<file path="config.mk">
export PLATFORM = sky130hd
export DESIGN_NAME = usb_tx_encoder
export DESIGN_NICKNAME = d
export VERILOG_FILES = /design/src/rtl/usb_pkg.sv /design/src/rtl/usb_tx_crc16.sv /design/src/rtl/usb_tx_encoder.sv
export SDC_FILE = /design/constraint.sdc
export NUM_CORES = 1
export LEC_CHECK = 0
export ABC_AREA = 1
export CAP_MARGIN = 20
export CORE_AREA = 5 5 90 92
export DETAILED_ROUTE_END_ITERATION = 12
export DIE_AREA = 0 0 95 97
export PLACE_DENSITY = 0.68
export SETUP_SLACK_MARGIN = 0.5
export SLEW_MARGIN = 15
export SYNTH_ARGS = -nofsm -noshare
export SYNTH_HDL_FRONTEND = slang
export SYNTH_SLANG_ARGS = --single-unit
</file>
<file path="constraint.sdc">
create_clock -name clk -period 4.5 [get_ports clk]
set_input_delay 0.45 -clock clk [delete_from_list [all_inputs] [get_ports clk]]
set_output_delay 0.45 -clock clk [all_outputs]
set_load 0.02 [all_outputs]
</file>
<file path="src/rtl/usb_pkg.sv">
`default_nettype none
// ============================================================================
// Module   : usb_pkg
// Brief    : Shared types and constants for the USB full-speed transmit path.
// Revision : 1.0 - initial release
// ============================================================================
package usb_pkg;

    typedef enum logic [2:0] {
        CMD_NONE  = 3'd0,
        CMD_DATA0 = 3'd1,
        CMD_DATA1 = 3'd2,
        CMD_ACK   = 3'd3,
        CMD_NAK   = 3'd4,
        CMD_STALL = 3'd5,
        CMD_RSVD6 = 3'd6,
        CMD_RSVD7 = 3'd7
    } tx_cmd_e;

    localparam logic [7:0] c_SYNC_BYTE = 8'h80;
    localparam logic [7:0] c_PID_DATA0 = 8'hC3;
    localparam logic [7:0] c_PID_DATA1 = 8'h4B;
    localparam logic [7:0] c_PID_ACK   = 8'hD2;
    localparam logic [7:0] c_PID_NAK   = 8'h5A;
    localparam logic [7:0] c_PID_STALL = 8'h1E;

    localparam logic [6:0] c_MAX_PAYLOAD = 7'd64;

    localparam logic [15:0] c_CRC16_INIT = 16'hFFFF;
    localparam logic [15:0] c_CRC16_POLY = 16'hA001;

    typedef logic [2:0] tx_state_t;
    localparam tx_state_t ST_IDLE    = 3'd0;
    localparam tx_state_t ST_SYNC    = 3'd1;
    localparam tx_state_t ST_PID     = 3'd2;
    localparam tx_state_t ST_DATA    = 3'd3;
    localparam tx_state_t ST_CRC_LO  = 3'd4;
    localparam tx_state_t ST_CRC_HI  = 3'd5;
    localparam tx_state_t ST_EOP_SE0 = 3'd6;
    localparam tx_state_t ST_EOP_J   = 3'd7;

    function automatic logic [7:0] pid_byte(input tx_cmd_e cmd);
        case (cmd)
            CMD_DATA0: pid_byte = c_PID_DATA0;
            CMD_DATA1: pid_byte = c_PID_DATA1;
            CMD_ACK:   pid_byte = c_PID_ACK;
            CMD_NAK:   pid_byte = c_PID_NAK;
            CMD_STALL: pid_byte = c_PID_STALL;
            default:   pid_byte = 8'h00;
        endcase
    endfunction

endpackage
`default_nettype wire

</file>
<file path="src/rtl/usb_tx_crc16.sv">
`default_nettype none
// ============================================================================
// Module   : usb_tx_crc16
// Brief    : Bit-serial reflected CRC16 (USB data CRC), raw register output.
// Revision : 1.0 - initial release
// ============================================================================
module usb_tx_crc16
    import usb_pkg::*;
(
    input  logic        clk,
    input  logic        rst,
    input  logic        init,
    input  logic        shift,
    input  logic        bit_in,
    output logic [15:0] crc_out
);

    logic [15:0] r_crc;
    logic        w_fb;
    logic [15:0] w_crc_next;

    assign w_fb       = r_crc[0] ^ bit_in;
    assign w_crc_next = (r_crc >> 1) ^ (w_fb ? c_CRC16_POLY : 16'h0000);

    always_ff @(posedge clk) begin
        if (rst || init) begin
            r_crc <= c_CRC16_INIT;
        end else if (shift) begin
            r_crc <= w_crc_next;
        end
    end

    assign crc_out = r_crc;

endmodule
`default_nettype wire

</file>
<file path="src/rtl/usb_tx_encoder.sv">
`default_nettype none
// ============================================================================
// Module   : usb_tx_encoder
// Brief    : USB packet serializer with NRZI, bit stuffing, CRC16 and EOP.
//            Define USB_TX_ERR_CHECK_EN to reject illegal commands via tx_error.
// Revision : 1.0 - initial release
// ============================================================================
module usb_tx_encoder
    import usb_pkg::*;
#(
    parameter int CLKS_PER_BIT = 8
) (
    input  logic       clk,
    input  logic       rst,
    input  logic [2:0] tx_packet,
    input  logic [6:0] tx_packet_data_size,
    input  logic [7:0] tx_packet_data,
    output logic       get_tx_packet_data,
    output logic       tx_transfer_active,
    output logic       tx_error,
    output logic       dplus_out,
    output logic       dminus_out
);

    localparam int                 c_CNT_W    = (CLKS_PER_BIT > 1) ? $clog2(CLKS_PER_BIT) : 1;
    localparam logic [c_CNT_W-1:0] c_LAST_CLK = c_CNT_W'(CLKS_PER_BIT - 1);

    tx_state_t          r_state;
    tx_state_t          w_next_state;
    logic [c_CNT_W-1:0] r_clk_cnt;
    logic [2:0]         r_bit_cnt;
    logic [7:0]         r_shift;
    logic [2:0]         r_ones;
    logic               r_stuff;
    logic               r_level;
    logic [6:0]         r_byte_cnt;
    logic [6:0]         r_size;
    tx_cmd_e            r_cmd;
    logic               r_get_d;
    logic [7:0]         r_data_buf;
    logic [15:0]        w_crc;

    tx_cmd_e w_cmd_in;
    logic    w_cmd_ok;
    logic    w_start;
    logic    w_serial;
    logic    w_bit_end;
    logic    w_data_bit;
    logic    w_cur_bit;
    logic    w_cur_level;
    logic    w_need_stuff;
    logic    w_advance;
    logic    w_byte_done;
    logic    w_is_data;
    logic    w_last_payload;
    logic    w_more_data;
    logic    w_get;
    logic    w_crc_shift;

    assign w_cmd_in = tx_cmd_e'(tx_packet);

    always_comb begin
        w_cmd_ok = 1'b0;
        case (w_cmd_in)
            CMD_DATA0, CMD_DATA1:         w_cmd_ok = 1'b1;
            CMD_ACK, CMD_NAK, CMD_STALL:  w_cmd_ok = 1'b1;
            default:                      w_cmd_ok = 1'b0;
        endcase
`ifdef USB_TX_ERR_CHECK_EN
        if ((w_cmd_in == CMD_DATA0 || w_cmd_in == CMD_DATA1) &&
            (tx_packet_data_size > c_MAX_PAYLOAD)) begin
            w_cmd_ok = 1'b0;
        end
`endif
    end

    assign w_start   = (r_state == ST_IDLE) && w_cmd_ok;
    assign w_serial  = (r_state == ST_SYNC) || (r_state == ST_PID) || (r_state == ST_DATA) ||
                       (r_state == ST_CRC_LO) || (r_state == ST_CRC_HI);
    assign w_bit_end = (r_clk_cnt == c_LAST_CLK);
    assign w_is_data = (r_cmd == CMD_DATA0) || (r_cmd == CMD_DATA1);

    // CRC bytes are read straight from the (inverted) CRC register, LSB first
    always_comb begin
        case (r_state)
            ST_CRC_LO: w_data_bit = ~w_crc[{1'b0, r_bit_cnt}];
            ST_CRC_HI: w_data_bit = ~w_crc[{1'b1, r_bit_cnt}];
            default:   w_data_bit = r_shift[0];
        endcase
    end

    assign w_cur_bit    = r_stuff ? 1'b0 : w_data_bit;
    assign w_cur_level  = w_cur_bit ? r_level : ~r_level;
    assign w_need_stuff = ~r_stuff & w_data_bit & (r_ones == 3'd5);
    // The data bit preceding a stuffed 0 is only retired at the end of the stuff bit
    assign w_advance    = w_serial & w_bit_end & ~w_need_stuff;
    assign w_byte_done  = w_advance & (r_bit_cnt == 3'd7);

    assign w_last_payload = ((r_byte_cnt + 7'd1) == r_size);
    assign w_more_data    = (r_state == ST_PID) ? (w_is_data && (r_size != 7'd0))
                                                : ((r_byte_cnt + 7'd1) < r_size);
    assign w_get          = ((r_state == ST_PID) || (r_state == ST_DATA)) &&
                            (r_bit_cnt == 3'd7) && (r_clk_cnt == '0) && !r_stuff && w_more_data;
    assign w_crc_shift    = (r_state == ST_DATA) && w_advance;

    usb_tx_crc16 u_crc (
        .clk     (clk),
        .rst     (rst),
        .init    (w_start),
        .shift   (w_crc_shift),
        .bit_in  (r_shift[0]),
        .crc_out (w_crc)
    );

    always_ff @(posedge clk) begin
        if (rst) begin
            r_state <= ST_IDLE;
        end else begin
            r_state <= w_next_state;
        end
    end

    always_comb begin
        w_next_state = r_state;
        case (r_state)
            ST_IDLE:    if (w_start) w_next_state = ST_SYNC;
            ST_SYNC:    if (w_byte_done) w_next_state = ST_PID;
            ST_PID: begin
                if (w_byte_done) begin
                    if (!w_is_data)            w_next_state = ST_EOP_SE0;
                    else if (r_size == 7'd0)   w_next_state = ST_CRC_LO;
                    else                       w_next_state = ST_DATA;
                end
            end
            ST_DATA:    if (w_byte_done && w_last_payload) w_next_state = ST_CRC_LO;
            ST_CRC_LO:  if (w_byte_done) w_next_state = ST_CRC_HI;
            ST_CRC_HI:  if (w_byte_done) w_next_state = ST_EOP_SE0;
            ST_EOP_SE0: if (w_bit_end && (r_bit_cnt == 3'd1)) w_next_state = ST_EOP_J;
            ST_EOP_J:   if (w_bit_end) w_next_state = ST_IDLE;
            default:    w_next_state = ST_IDLE;
        endcase
    end

    always_comb begin
        tx_transfer_active = (r_state != ST_IDLE);
        get_tx_packet_data = w_get;
        dplus_out          = 1'b1;
        dminus_out         = 1'b0;
        case (r_state)
            ST_SYNC, ST_PID, ST_DATA, ST_CRC_LO, ST_CRC_HI: begin
                dplus_out  = w_cur_level;
                dminus_out = ~w_cur_level;
            end
            ST_EOP_SE0: begin
                dplus_out  = 1'b0;
                dminus_out = 1'b0;
            end
            default: ;
        endcase
    end

    always_ff @(posedge clk) begin
        if (rst) begin
            r_clk_cnt  <= '0;
            r_bit_cnt  <= 3'd0;
            r_shift    <= 8'h00;
            r_ones     <= 3'd0;
            r_stuff    <= 1'b0;
            r_level    <= 1'b1;
            r_byte_cnt <= 7'd0;
            r_size     <= 7'd0;
            r_cmd      <= CMD_NONE;
            r_get_d    <= 1'b0;
            r_data_buf <= 8'h00;
        end else begin
            r_get_d <= w_get;
            if (r_get_d) begin
                r_data_buf <= tx_packet_data;
            end

            if (r_state == ST_IDLE) begin
                r_clk_cnt  <= '0;
                r_bit_cnt  <= 3'd0;
                r_ones     <= 3'd0;
                r_stuff    <= 1'b0;
                r_level    <= 1'b1;
                r_byte_cnt <= 7'd0;
                if (w_start) begin
                    r_cmd   <= w_cmd_in;
                    r_size  <= tx_packet_data_size;
                    r_shift <= c_SYNC_BYTE;
                end
            end else begin
                r_clk_cnt <= w_bit_end ? '0 : r_clk_cnt + 1'b1;

                if (w_serial && w_bit_end) begin
                    r_level <= w_cur_level;
                    if (r_stuff) begin
                        r_stuff <= 1'b0;
                        r_ones  <= 3'd0;
                    end else if (w_need_stuff) begin
                        r_stuff <= 1'b1;
                        r_ones  <= 3'd0;
                    end else begin
                        r_ones <= w_data_bit ? r_ones + 3'd1 : 3'd0;
                    end
                end

                if (w_advance) begin
                    if (r_bit_cnt == 3'd7) begin
                        r_bit_cnt <= 3'd0;
                        case (r_state)
                            ST_SYNC:         r_shift <= pid_byte(r_cmd);
                            ST_PID, ST_DATA: r_shift <= r_data_buf;
                            default:         r_shift <= r_shift;
                        endcase
                        if (r_state == ST_DATA) begin
                            r_byte_cnt <= r_byte_cnt + 7'd1;
                        end
                    end else begin
                        r_bit_cnt <= r_bit_cnt + 3'd1;
                        r_shift   <= r_shift >> 1;
                    end
                end

                if (r_state == ST_EOP_SE0) begin
                    r_level <= 1'b1;
                    if (w_bit_end) begin
                        r_bit_cnt <= (r_bit_cnt == 3'd1) ? 3'd0 : r_bit_cnt + 3'd1;
                    end
                end
            end
        end
    end

`ifdef USB_TX_ERR_CHECK_EN
    logic r_err;

    always_ff @(posedge clk) begin
        if (rst) begin
            r_err <= 1'b0;
        end else begin
            r_err <= (r_state == ST_IDLE) && (tx_packet != 3'd0) && !w_cmd_ok;
        end
    end

    assign tx_error = r_err;
`else
    assign tx_error = 1'b0;
`endif

endmodule
`default_nettype wire

</file>
==> results.rst <==
.. list-table::
   :header-rows: 1

   * - Metric
     - Value
   * - Outcome
     - completed
   * - Startpoint of the worst setup timing path
     - r_byte_cnt[0]$_SDFFE_PP0P_
   * - Final Instance Count excl. Fillers
     - 607
   * - Die Y
     - 97 um
   * - Fraction of registers with async set or reset after synthesis
     - 0
   * - Count of final setup violators
     - 0
   * - Quantity of gates resized following cts
     - 0
   * - Syn_area_per_cell
     - 7.19 sq um
   * - Total clock sinks
     - 64
   * - Flip-flop cell with the highest count after synthesis
     - sky130_fd_sc_hd__dfxtp_1
   * - Warnings, synthesis
     - 0
   * - Count of cell types in the netlist
     - 39
   * - Mapped cell area
     - 3450 sq um
   * - Largest cells by area after synthesis
     - sky130_fd_sc_hd__dfxtp_1, sky130_fd_sc_hd__nand2_1, sky130_fd_sc_hd__inv_1
   * - Setup Buffers After CTS
     - 0
   * - Clk pwr share
     - 0.248
   * - Length of the first detailed-routing pass in iterations
     - 4
   * - Worst Hold Endpoint
     - r_shift[6]$_SDFFE_PP0P_
   * - Filler Cell Count
     - 721
   * - Gr usage total
     - 0.178
   * - Initial core utilization
     - 0.483
   * - Startpoint of the most critical hold path
     - r_shift[6]$_SDFFE_PP0P_
   * - Chip width
     - 95 um
   * - Portion of total power attributed to sequential cells
     - 0.376
   * - Placement row count
     - 31
   * - DR vias/cell
     - 5.12
   * - Final hold violation count
     - 0
   * - Max IR drop VDD
     - 0.000221 V
   * - Fmax
     - 0.280 GHz
   * - Cell count after placement
     - 591
   * - Clock-pin slew reported for the worst setup and hold paths after clock tree synthesis
     - 0.07 ns
   * - Floorplan Core Area
     - 7140 sq um
   * - #FFs+latches synth
     - 64
   * - IO Port Bufs
     - 23
   * - Layout overhead on the synthesized area
     - 13.6%
   * - Global route total overflow
     - 0
   * - Max Root-Sink Buffers
     - 2
   * - Starting DRT DRC Count
     - 208
   * - Final cycle utilization of the critical path
     - 0.794
   * - Number of buffers inserted during clock tree synthesis
     - 9
   * - Type of the setup path with the least slack
     - flop to output pin
   * - Hold-fix buffers, CTS
     - 0
   * - Number of ports placed on the die boundary
     - 25
   * - Pin count of the biggest net entering global routing
     - 28
   * - Tot Pwr
     - 1850 uW
   * - Combinational cell fraction of total power
     - 0.376
   * - GRT met2 Usage
     - 0.281
   * - Switching share of power
     - 0.393
   * - CP Data Arrival Time
     - 3.12 ns
   * - Capture point of the worst reg-to-reg path
     - r_shift[0]$_SDFFE_PP0P_
   * - Biggest area consumer among synthesized cells
     - sky130_fd_sc_hd__dfxtp_1
   * - Unrepaired setup endpoints after global routing
     - false
   * - Reported net switching power
     - 726 uW
   * - Slew at the pin closest to its max-slew limit
     - 0.732 ns
   * - WL final
     - 7.61 mm
   * - Top fanout value on the critical path
     - 4
   * - Nets@finish
     - 542
   * - Worst flop-to-flop path startpoint
     - r_bit_cnt[0]$_SDFF_PP0_
   * - Total negative slack for setup checks
     - 0 ns
   * - Data required time at the worst endpoint
     - 4.05 ns
   * - Number of enable flip-flop cells after synthesis
     - 0
   * - R2R depth
     - 14
   * - Total inserted antenna cells
     - 0
   * - Number of antenna violations at the first check in global routing
     - 0
   * - Static Leakage
     - 0.00178 uW
   * - Max-cap violations
     - 0
   * - Number of stages on the worst hold path
     - 2
   * - Proportion of synthesized chip area in sequential cells
     - 0.371
   * - DRT antenna net count
     - 0
   * - Cell chosen for the clock root
     - sky130_fd_sc_hd__clkbuf_8
   * - Ratio of cells with drive above 1 in the final layout
     - 0.0709
   * - Met1 usage
     - 0.225
   * - Die ar.
     - 9220 sq um
   * - Post-synthesis net count
     - 519
   * - Detailed Place HPWL
     - 5.59 mm
   * - First-pass GRT wire length
     - 13.3 mm
   * - Final Max Slew Viols
     - 0
   * - Synth top area share
     - 0.371
   * - Post-layout minimum cycle time
     - 3.57 ns
   * - CTS H-tree depth
     - 3
   * - Vias in the first global route
     - 3011
   * - TritonCTS clock tree
     - built
   * - GR Layer Usage met3
     - 0.0396
   * - Cell area power density
     - 471 nW/um^2
   * - Final setup skew
     - 0.00797 ns
   * - Routability Congestion
     - 0.930
   * - Sort of element at the end of the critical path
     - output pin
   * - Internal
     - 1120 uW
   * - Rel. slew slack
     - 0.512
   * - Commonest cells after routing, fill and taps aside
     - sky130_fd_sc_hd__nand2_1, sky130_fd_sc_hd__inv_1, sky130_fd_sc_hd__dfxtp_1
   * - Class of the tightest hold or removal check
     - flop to flop
   * - Avg WL per Cell
     - 12.5 um
   * - Number of vias in the routed layout
     - 3109
   * - Most Used Layer, Global Route
     - met2
   * - Worst-Skew Late Latency
     - 0.34 ns
   * - Setup crit start kind
     - flop
   * - Reg-to-reg slack, setup
     - 2.23 ns
   * - Worst slack on hold paths
     - 0.461 ns
   * - Most frequent standard cell in the layout excluding fill and tap cells
     - sky130_fd_sc_hd__nand2_1
   * - Number of remaining DRC errors
     - 0
   * - Post-synthesis cell count
     - 480
==> cell usage after synthesis, types with 2 or more instances <==
cell type / n
sky130_fd_sc_hd__nand2_1: 78
sky130_fd_sc_hd__inv_1: 66
sky130_fd_sc_hd__dfxtp_1: 64
sky130_fd_sc_hd__nor2_1: 47
sky130_fd_sc_hd__nand3_1: 45
sky130_fd_sc_hd__o21ai_0: 45
sky130_fd_sc_hd__a21oi_1: 39
sky130_fd_sc_hd__ha_1: 19
sky130_fd_sc_hd__xor2_1: 8
sky130_fd_sc_hd__clkbuf_1: 7
sky130_fd_sc_hd__inv_2: 7
sky130_fd_sc_hd__o22ai_1: 5
sky130_fd_sc_hd__a211oi_1: 4
sky130_fd_sc_hd__nand4_1: 4
sky130_fd_sc_hd__nor3_1: 4
sky130_fd_sc_hd__buf_4: 3
sky130_fd_sc_hd__buf_6: 3
sky130_fd_sc_hd__nor4_1: 3
sky130_fd_sc_hd__o211ai_1: 3
sky130_fd_sc_hd__nand2_2: 2
sky130_fd_sc_hd__nand2_4: 2
sky130_fd_sc_hd__nor2_8: 2
sky130_fd_sc_hd__o21ai_1: 2
sky130_fd_sc_hd__o221ai_1: 2
sky130_fd_sc_hd__xnor2_1: 2
==> worst max path at each step <==
stage / endpoint / slack, ns / cells after the start
2_1_floorplan: get_tx_packet_data / 1.86 / 10
3_3_place_gp: get_tx_packet_data / 1.39 / 11
3_5_place_dp: get_tx_packet_data / 1.33 / 11
4_1_cts: get_tx_packet_data / 0.93 / 11
5_1_grt: get_tx_packet_data / 0.64 / 11
6_report: get_tx_packet_data / 0.93 / 11
==> cells by family (layout without fill, tap and decap cells) <==
| group | count (synthesis) | in the layout | synth area share |
|---|---|---|---|
| fa+ha+maj | 19 | 19 | 0.0689 |
| flops | 64 | 64 | 0.371 |
| simple gates | 191 | 191 | 0.255 |
| compound gates | 109 | 109 | 0.175 |
| other cells | 1 | 1 | 0.00109 |
| buf+inv | 86 | 114 | 0.103 |
| xor+xnor | 10 | 10 | 0.0254 |
==> critical path: stages (launching register included) <==
cell and delay (ns):
sky130_fd_sc_hd__dfxtp_1 0.39, sky130_fd_sc_hd__ha_1 0.20, sky130_fd_sc_hd__nand3_1 0.11, sky130_fd_sc_hd__nor3_1 0.20
sky130_fd_sc_hd__xor2_1 0.21, sky130_fd_sc_hd__ha_1 0.28, sky130_fd_sc_hd__nand2_1 0.11, sky130_fd_sc_hd__nor2_1 0.05
sky130_fd_sc_hd__a211oi_1 0.18, sky130_fd_sc_hd__a21oi_1 0.12, sky130_fd_sc_hd__nor3_1 0.27, sky130_fd_sc_hd__clkdlybuf4s50_1 0.66
==> flip-flops by register name, indices dropped and copies added (netlist names) <==
name           count
r_bit_cnt          3
r_byte_cnt         7
r_clk_cnt          3
r_cmd              3
r_data_buf         8
r_get_d            1
r_level            1
r_ones             3
r_shift            8
r_size             7
r_state            3
r_stuff            1
u_crc.crc_out     16
==> metal layers <==
layer,wire length [um],vias up
li1,-,1622
met4,201,0
met5,0,-
met2,3590,58
met1,3520,1410
met3,297,19
==> final cells by class <==
class / count / area [sq um] / area share
flip-flops and latches: 64 / 1280 / 0.327
clock inverters: 3 / 15.0 / 0.00383
repair buffers: 25 / 245 / 0.0626
clock buffers: 13 / 169 / 0.0431
inverters: 73 / 274 / 0.0699
well taps: 99 / 124 / 0.0316
multi-input cells: 330 / 1810 / 0.462
==> power by group through the flow <==
stage | Combinational (uW) | Sequential, uW | Clock [uW]
6_report | 694 | 694 | 458
5_1_grt | 777 | 704 | 502
4_1_cts | 695 | 693 | 470
3_5_place_dp | 692 | 704 | 0
3_3_place_gp | 673 | 703 | 0
2_1_floorplan | 527 | 684 | 0
==> per-stage QoR <==
step / worst slack [ns] / instance area (sq um) / utilization
after CTS: 0.928 / 3920 / 0.549
after floorplan: 1.86 / 3450 / -
after detailed placement: 1.33 / 3740 / 0.523
after global routing: 0.643 / 3920 / 0.549
after global placement: 1.39 / 3740 / 0.523
final: 0.929 / 3920 / 0.549
(Power assumes the default switching activity.)
